===== config.mk =====
export PLATFORM = sky130hd
export DESIGN_NAME = bram_pack_fifo_flat
export DESIGN_NICKNAME = d
export VERILOG_FILES = /design/src/rtl/bram_pack_fifo_if.sv /design/src/rtl/bram_pack_fifo.sv /design/src/flat_wrapper.sv
export SDC_FILE = /design/constraint.sdc
export NUM_CORES = 1
export LEC_CHECK = 0
export CORE_MARGIN = 10
export CORE_UTILIZATION = 54
export CTS_CLUSTER_DIAMETER = 200
export DETAILED_ROUTE_END_ITERATION = 6
export HOLD_SLACK_MARGIN = 0.08
export PLACE_DENSITY = 0.78
export SYNTH_ARGS = -nofsm -noshare
export SYNTH_HDL_FRONTEND = slang
export SYNTH_SLANG_ARGS = --single-unit

===== constraint.sdc =====
create_clock -name clk -period 8.65 [get_ports clk]
set_input_delay 1.2975 -clock clk [delete_from_list [all_inputs] [get_ports clk]]
set_output_delay 1.2975 -clock clk [all_outputs]
set_load 0.02 [all_outputs]

===== src/rtl/bram_pack_fifo_if.sv =====
// Handshake bundle for bram_pack_fifo: packer input side, FIFO output side and status.
interface bram_pack_fifo_if #(
    parameter int IN_W  = 32,
    parameter int RATIO = 2,
    parameter int DEPTH = 8
);
    localparam int OUT_W = IN_W * RATIO;

    logic [IN_W-1:0]            din;
    logic                       din_valid;
    logic                       din_ready;
    logic                       flush;
    logic [OUT_W-1:0]           dout;
    logic                       dout_valid;
    logic                       dout_ready;
    logic [$clog2(DEPTH):0]     count;
    logic [$clog2(RATIO):0]     lane_cnt;

    modport master (
        output din, din_valid, flush, dout_ready,
        input  din_ready, dout, dout_valid, count, lane_cnt
    );

    modport slave (
        input  din, din_valid, flush, dout_ready,
        output din_ready, dout, dout_valid, count, lane_cnt
    );
endinterface


===== src/rtl/bram_pack_fifo.sv =====
// Packs RATIO narrow input words into one wide word and queues wide words in a
// first-word-fall-through FIFO; flush emits a partially packed word zero-padded.
module bram_pack_fifo #(
    parameter int IN_W      = 32,
    parameter int RATIO     = 2,
    parameter int DEPTH     = 8,
    parameter int MSB_FIRST = 1
) (
    input  logic            clk,
    input  logic            rst,
    bram_pack_fifo_if.slave bus
);
    localparam int OUT_W = IN_W * RATIO;
    localparam int AW    = $clog2(DEPTH);
    localparam int CW    = AW + 1;
    localparam int LW    = $clog2(RATIO) + 1;
    localparam logic [CW-1:0] FULL = CW'(DEPTH);
    localparam logic [LW-1:0] LAST = LW'(RATIO - 1);

    logic [OUT_W-1:0] mem [DEPTH];
    logic [AW-1:0]    wr_ptr, rd_ptr;
    logic [CW-1:0]    count_q;
    logic [LW-1:0]    lane_q, lane_idx;
    logic [OUT_W-1:0] pack_q, pack_next;
    logic             flush_pend;
    logic             not_full, din_rdy, xfer, pop, push, flush_req;

    always_comb begin
        not_full  = count_q < FULL;
        din_rdy   = not_full && !flush_pend;
        xfer      = bus.din_valid && din_rdy;
        pop       = (count_q != '0) && bus.dout_ready;
        lane_idx  = (MSB_FIRST != 0) ? (LAST - lane_q) : lane_q;
        pack_next = pack_q;
        if (xfer) begin
            pack_next = pack_q | (OUT_W'(bus.din) << (int'(lane_idx) * IN_W));
        end
        // A flush with an empty packer and no transfer has nothing to emit.
        flush_req = flush_pend || (bus.flush && ((lane_q != '0) || xfer));
        push      = (xfer && (lane_q == LAST)) || (flush_req && not_full);
    end

    always_ff @(posedge clk) begin
        if (rst) begin
            wr_ptr     <= '0;
            rd_ptr     <= '0;
            count_q    <= '0;
            lane_q     <= '0;
            pack_q     <= '0;
            flush_pend <= 1'b0;
        end else begin
            if (push) begin
                wr_ptr     <= wr_ptr + AW'(1);
                lane_q     <= '0;
                pack_q     <= '0;
                flush_pend <= 1'b0;
            end else begin
                if (xfer) begin
                    lane_q <= lane_q + LW'(1);
                end
                pack_q     <= pack_next;
                flush_pend <= flush_req;
            end
            if (pop) begin
                rd_ptr <= rd_ptr + AW'(1);
            end
            case ({push, pop})
                2'b10:   count_q <= count_q + CW'(1);
                2'b01:   count_q <= count_q - CW'(1);
                default: count_q <= count_q;
            endcase
        end
    end

    // Storage is left uninitialised; occupancy alone decides what is valid.
    always_ff @(posedge clk) begin
        if (!rst && push) begin
            mem[wr_ptr] <= pack_next;
        end
    end

    assign bus.din_ready  = din_rdy;
    assign bus.dout_valid = (count_q != '0);
    assign bus.dout       = (count_q != '0) ? mem[rd_ptr] : '0;
    assign bus.count      = count_q;
    assign bus.lane_cnt   = lane_q;
endmodule


===== src/flat_wrapper.sv =====
// flat-port wrapper written by rule: the top's interface ports become plain ports
module bram_pack_fifo_flat 
#(
    parameter int IN_W      = 32,
    parameter int RATIO     = 2,
    parameter int DEPTH     = 8,
    parameter int MSB_FIRST = 1
)
  (clk, rst, bus_din, bus_din_valid, bus_flush, bus_dout_ready, bus_din_ready, bus_dout, bus_dout_valid, bus_count, bus_lane_cnt);
  bram_pack_fifo_if #(.IN_W(IN_W), .RATIO(RATIO), .DEPTH(DEPTH)) bus_i ();
  input  logic clk;
  input  logic rst;
  input wire logic [$bits(bus_i.din)-1:0] bus_din;
  input wire logic [$bits(bus_i.din_valid)-1:0] bus_din_valid;
  input wire logic [$bits(bus_i.flush)-1:0] bus_flush;
  input wire logic [$bits(bus_i.dout_ready)-1:0] bus_dout_ready;
  output wire logic [$bits(bus_i.din_ready)-1:0] bus_din_ready;
  output wire logic [$bits(bus_i.dout)-1:0] bus_dout;
  output wire logic [$bits(bus_i.dout_valid)-1:0] bus_dout_valid;
  output wire logic [$bits(bus_i.count)-1:0] bus_count;
  output wire logic [$bits(bus_i.lane_cnt)-1:0] bus_lane_cnt;
  assign bus_i.din = bus_din;
  assign bus_i.din_valid = bus_din_valid;
  assign bus_i.flush = bus_flush;
  assign bus_i.dout_ready = bus_dout_ready;
  assign bus_din_ready = bus_i.din_ready;
  assign bus_dout = bus_i.dout;
  assign bus_dout_valid = bus_i.dout_valid;
  assign bus_count = bus_i.count;
  assign bus_lane_cnt = bus_i.lane_cnt;
  bram_pack_fifo #(.IN_W(IN_W), .RATIO(RATIO), .DEPTH(DEPTH), .MSB_FIRST(MSB_FIRST)) u_core (.clk(clk), .rst(rst), .bus(bus_i));
endmodule

## Yosys cells after proc, flatten, opt, wreduce, memory -nomap -nowiden

Memory sizes are Yosys's and may differ from the RTL's. A register that Yosys moved wholly into a read port is not among the register bits.
Index checks and enable logic that the tools add are counted.

| storage, ports and cells | value |
|---|---|
| bits in registers | 77 |
| memory bits (writable) | 512 |
| output and inout port bits | 72 |
| logic and storage cells | 42 |
| memories kept | 1 |

| operators by class | value |
|---|---|
| add/sub/neg operators | 6 |
| magnitude comparators | 1 |
| equal/unequal tests | 3 |
| shift operators | 1 |
| multiplexer cells | 7 |
| bitwise operators | 1 |
| reduce and logical (&&, ||, !) cells | 16 |

Memory list:

| memory | words | width | read ports | clocked after memory_dff | wr ports | RTL line | text |
|---|---|---|---|---|---|---|---|
| u_core.mem | 8 | 64 | 1 | 1 | 1 | bram_pack_fifo.sv:20 | `logic [OUT_W-1:0] mem [DEPTH];` |

Operators by type and width:

| kind | count |
|---|---|
| $mux W64 | 2 |
| $or A64 B64 Y64 | 1 |
| $shl A32 B7 Y64 | 1 |
| $pmux W4 S2 | 1 |
| $logic_and A1 B1 Y1 | 7 |
| $add A3 B1 Y3 const B | 2 |
| $mux W3 | 2 |
| $add A4 B1 Y4 const B | 1 |
| $eq A2 B1 Y1 const B | 2 |
| $lt A4 B4 Y1 const B | 1 |
| $reduce_bool A2 Y1 | 2 |
| $reduce_bool A4 Y1 | 1 |
| $sub A4 B1 Y4 const B | 1 |
| $logic_or A1 B1 Y1 | 3 |
| $add A2 B1 Y2 const B | 1 |
| $eq A2 B2 Y1 const B | 1 |
| $logic_not A1 Y1 | 2 |
| $mux W1 | 2 |
| $reduce_or A2 Y1 | 1 |
| $sub A1 B2 Y2 const A | 1 |

## Depth between registers and ports, before layout

| depth | value |
|---|---|
| depth after elaboration | 11 |
| mapped depth | 13 |

## Worst setup path after synthesis

Ideal clock, no wire load.

| path | value |
|---|---|
| path kind | input port to flip-flop |
| start point | in bus_din_valid |
| end point | mem u_core.mem[4][0] (netlist name) (enable) |
| setup time | 644 ps |
| data arrival time | 8116 ps |
| required time | 8006 ps |
| setup slack | -110 ps |
| stages on the path | 5 |
| buffers on the path | 1 |
| cell sequence | a21o_1 -> a21oi_1 -> or2_2 -> clkbuf_1 -> nor4_1 |

| between the ends | value |
|---|---|
| longest elaborated chain between the ends | 9 |
| elaborated cells between the ends (all ways) | 10 |
| those cells by class | mux: 2; reduce/logical: 8 |

RTL lines:

| element | RTL line | text |
|---|---|---|
| start: declaration | flat_wrapper.sv:14 | `input wire logic [$bits(bus_i.din_valid)-1:0] bus_din_valid;` |
| $logic_and A1 B1 Y1 * | bram_pack_fifo.sv:31 | `xfer = bus.din_valid && din_rdy;` |
| $logic_or A1 B1 Y1 | bram_pack_fifo.sv:39 | `flush_req = flush_pend \|\| (bus.flush && ((lane_q != '0) \|\| xfer));` |
| $logic_and A1 B1 Y1 | bram_pack_fifo.sv:39 |  |
| $logic_or A1 B1 Y1 | bram_pack_fifo.sv:39 |  |
| $logic_and A1 B1 Y1 | bram_pack_fifo.sv:40 | `push = (xfer && (lane_q == LAST)) \|\| (flush_req && not_full);` |
| $logic_or A1 B1 Y1 * | bram_pack_fifo.sv:40 |  |
| $logic_and A1 B1 Y1 * | bram_pack_fifo.sv:77 | `if (!rst && push) begin` |
| $mux W1 * | bram_pack_fifo.sv:77 |  |
| $mux W1 (implied by the code) * | bram_pack_fifo.sv:78 | `mem[wr_ptr] <= pack_next;` |
| end: declaration | bram_pack_fifo.sv:20 |  |

Mark *: on every way between the ends. The rest lies on a longest branch, timed or not.

==> qor.csv <==
metric,value,unit
gr-total-overflow,0,
io_pins,109,
ys_warn_count,0,
grt_antenna_before_repair,1,
hp-class,flip-flop to flip-flop,
via_per_inst,6.01,
start_util,0.549,
clk_pin_slew,60,ps
ys_seq_area_frac,0.754,
crit_type,flip-flop to output port,
p_comb_frac,0.258,
critPathLaunchType,flip-flop,
fin_crit,5200,ps
dieArea,0.0503,sq mm
postCtsSetupBuffers,0,
antenna_cells,0,
drive_gt1_frac,0.211,
critPathRequiredTime,7350,ps
place_congestion,0.738,
fill_cells,2756,
wl_per_cell,26.1,microns
drc,0,
dpl_cell_area,0.0242,sq mm
grt_max_degree,82,
clock_skew,15.2,ps
power.total,7.83,mW
area_delta_synth_final,15.3,%
stdcell_area,0.0260,sq mm
outcome,finished clean,
leakage,8.75,nW
cts_hold_buf,0,
syn_inst,1117,
synth_nets,1161,
synth_cell_types,34,
drtIter0Drc,1098,
dr.pass1.iters,5,
regToRegSetupSlack,5360,ps
power.density,301,mW/mm^2
synth_top_area_frac,0.683,
cts_buffer_depth,3,
synth_ff_type,edfxtp_1,
grt_pass1_wl,72300,microns
final_hold_viol_count,0,
setup_viol,0,
drv_cap,0,
cts_buffers,55,
clock.fmax,192,MHz
synth_top_area_cell,edfxtp_1,
io_buffers,108,
die_w,224,microns
gr-usage-all-layers,0.192,
vias,10964,
peakVddDrop,0.000378,V
cts_root_buffer,clkbuf_16,
internal-power,5.59,mW
hold-worst-slack,518,ps
tightest_slew,1130,ps
synth_area,0.0225,sq mm
clkPwrFrac,0.295,
end_kind,output port,
async_flop_share,0,
grt_pass1_vias,11645,
nets,1289,
worstPathArrival,3900,ps
cts-htree-levels,2,
synth_area_leaders,"edfxtp_1, mux4_2, dfxtp_1",
avgSynthCellArea,20.2,sq um
yosys_register_bits,592,
rows,74,
rsz0062_at_grt,false,
cts_tree,built,
switching_power,2.24,mW
clock-sinks,592,
sw_frac_of_total,0.286,
clk_latency,590,ps
die_h,224,microns
ant_nets,0,
slew_viol_final,0,
synth_edf_count,512,
fin_crit_sh,0.601,
core_area,0.0410,sq mm
p_seq_frac,0.447,
drt-total-wl,47700,microns
cts_resized,0,
cp_max_fo,76,
max_slew_margin,0.247,
hpwl,25100,microns
-- layout by cell type (no fill, tap or decap), types with 2 or more instances in the layout --
cell | synthesis | routed
a21o_1 | 43 | 43
a21o_2 | 22 | 22
a21oi_1 | 7 | 7
and2b_1 | 38 | 38
buf_4 | 1 | 23
bufinv_16 | 0 | 2
clkbuf_1 | 33 | 19
clkbuf_16 | 0 | 57
clkbuf_8 | 0 | 5
clkdlybuf4s50_1 | 0 | 108
clkinv_1 | 0 | 4
clkinv_2 | 0 | 13
clkinv_4 | 0 | 2
dfxtp_1 | 80 | 77
dfxtp_4 | 0 | 3
edfxtp_1 | 512 | 512
ha_1 | 7 | 7
inv_1 | 5 | 5
mux2i_1 | 67 | 67
mux4_2 | 128 | 128
nand2_1 | 7 | 7
nand2b_1 | 2 | 2
nand3_1 | 3 | 3
nor2_1 | 74 | 74
nor2b_1 | 29 | 29
nor3_2 | 0 | 2
nor3_4 | 2 | 2
nor4_2 | 0 | 7
o21ai_0 | 5 | 5
or2_2 | 2 | 2
or3_1 | 2 | 2
xnor2_1 | 2 | 2
xor2_1 | 4 | 4
-- power groups by stage --
stage	Clock, mW	Combinational, mW	Sequential, mW
after CTS	2.34	2.06	3.51
after global routing	2.46	2.18	3.52
after floorplan	0	1.30	3.50
after global placement	0	2.00	3.55
after detailed placement	0	2.04	3.57
final	2.31	2.02	3.50
-- flip-flops by register name, summed over array words and instances (netlist names), named ones only --
| register | flops |
|---|---|
| u_core.mem | 512 |
| u_core.pack_q | 64 |
| u_core.bus.count | 4 |
| u_core.rd_ptr | 3 |
| u_core.wr_ptr | 3 |
| u_core.bus.lane_cnt | 2 |
| u_core.flush_pend | 1 |
-- metrics by stage --
step / utilization / worst slack (ps) / setup TNS [ps] / std cells
6_report: 0.633 / 3450 / 0 / 1823
5_1_grt: 0.633 / 3160 / 0 / 1823
4_1_cts: 0.633 / 3380 / 0 / 1823
3_5_place_dp: 0.591 / 4030 / 0 / 1720
3_3_place_gp: 0.591 / 4040 / 0 / 1720
2_1_floorplan: - / -110 / -35110 / 1117
-- cell usage after synthesis, types with 7 or more instances --
library cell and instances:
dfxtp_1 80, ha_1 7, and2b_1 38, buf_2 14
nor2_1 74, nand2_1 7, nor4_1 7, edfxtp_1 512
a21oi_1 7, a21o_1 43, a21o_2 22, nor2b_1 29
clkbuf_1 33, mux2i_1 67, mux4_2 128
-- logic make-up after synthesis --
kind of cell	Yosys count	synth area share
compound gates	79	0.0262
xor+xnor	6	0.00233
fa+ha+maj	7	0.00389
buf+inv	66	0.0140
flops	592	0.754
mux	196	0.158
simple gates	171	0.0413
-- per-layer routing --
layer	vias to the layer above	GRT usage	wire [microns]
met5	-	0	13
met4	2	0.0487	956
met3	75	0.0444	3590
met2	436	0.313	23700
met1	5756	0.257	19400
li1	4695	-	-
-- cell type report --
class / instances / area (sq um) / share of cell area
clock inverter: 22 / 165 / 0.00636
tap: 532 / 666 / 0.0256
multi-input combinational: 459 / 5290 / 0.204
inverter: 5 / 18.8 / 0.000723
clock buffer: 81 / 1570 / 0.0603
timing repair buffer: 132 / 1270 / 0.0491
sequential: 592 / 17000 / 0.654
-- worst paths after layout --
| check | from | to | cells past startpoint |
|---|---|---|---|
| max reg2reg | u_core.bus.lane_cnt[0] | u_core.mem[6][8] | 8 |
| min | u_core.flush_pend | u_core.flush_pend | 2 |
| min reg2reg | u_core.flush_pend | u_core.flush_pend | 2 |
| max | flip-flop | bus_dout[18] | 5 |
-- worst max-delay path: stages, from the launching register on --
cell and delay (ps):
dfxtp_4 850, buf_4 940, mux4_2 380, mux2i_1 80, nor2_1 260, clkdlybuf4s50_1 680
(Power assumes the default switching activity.)
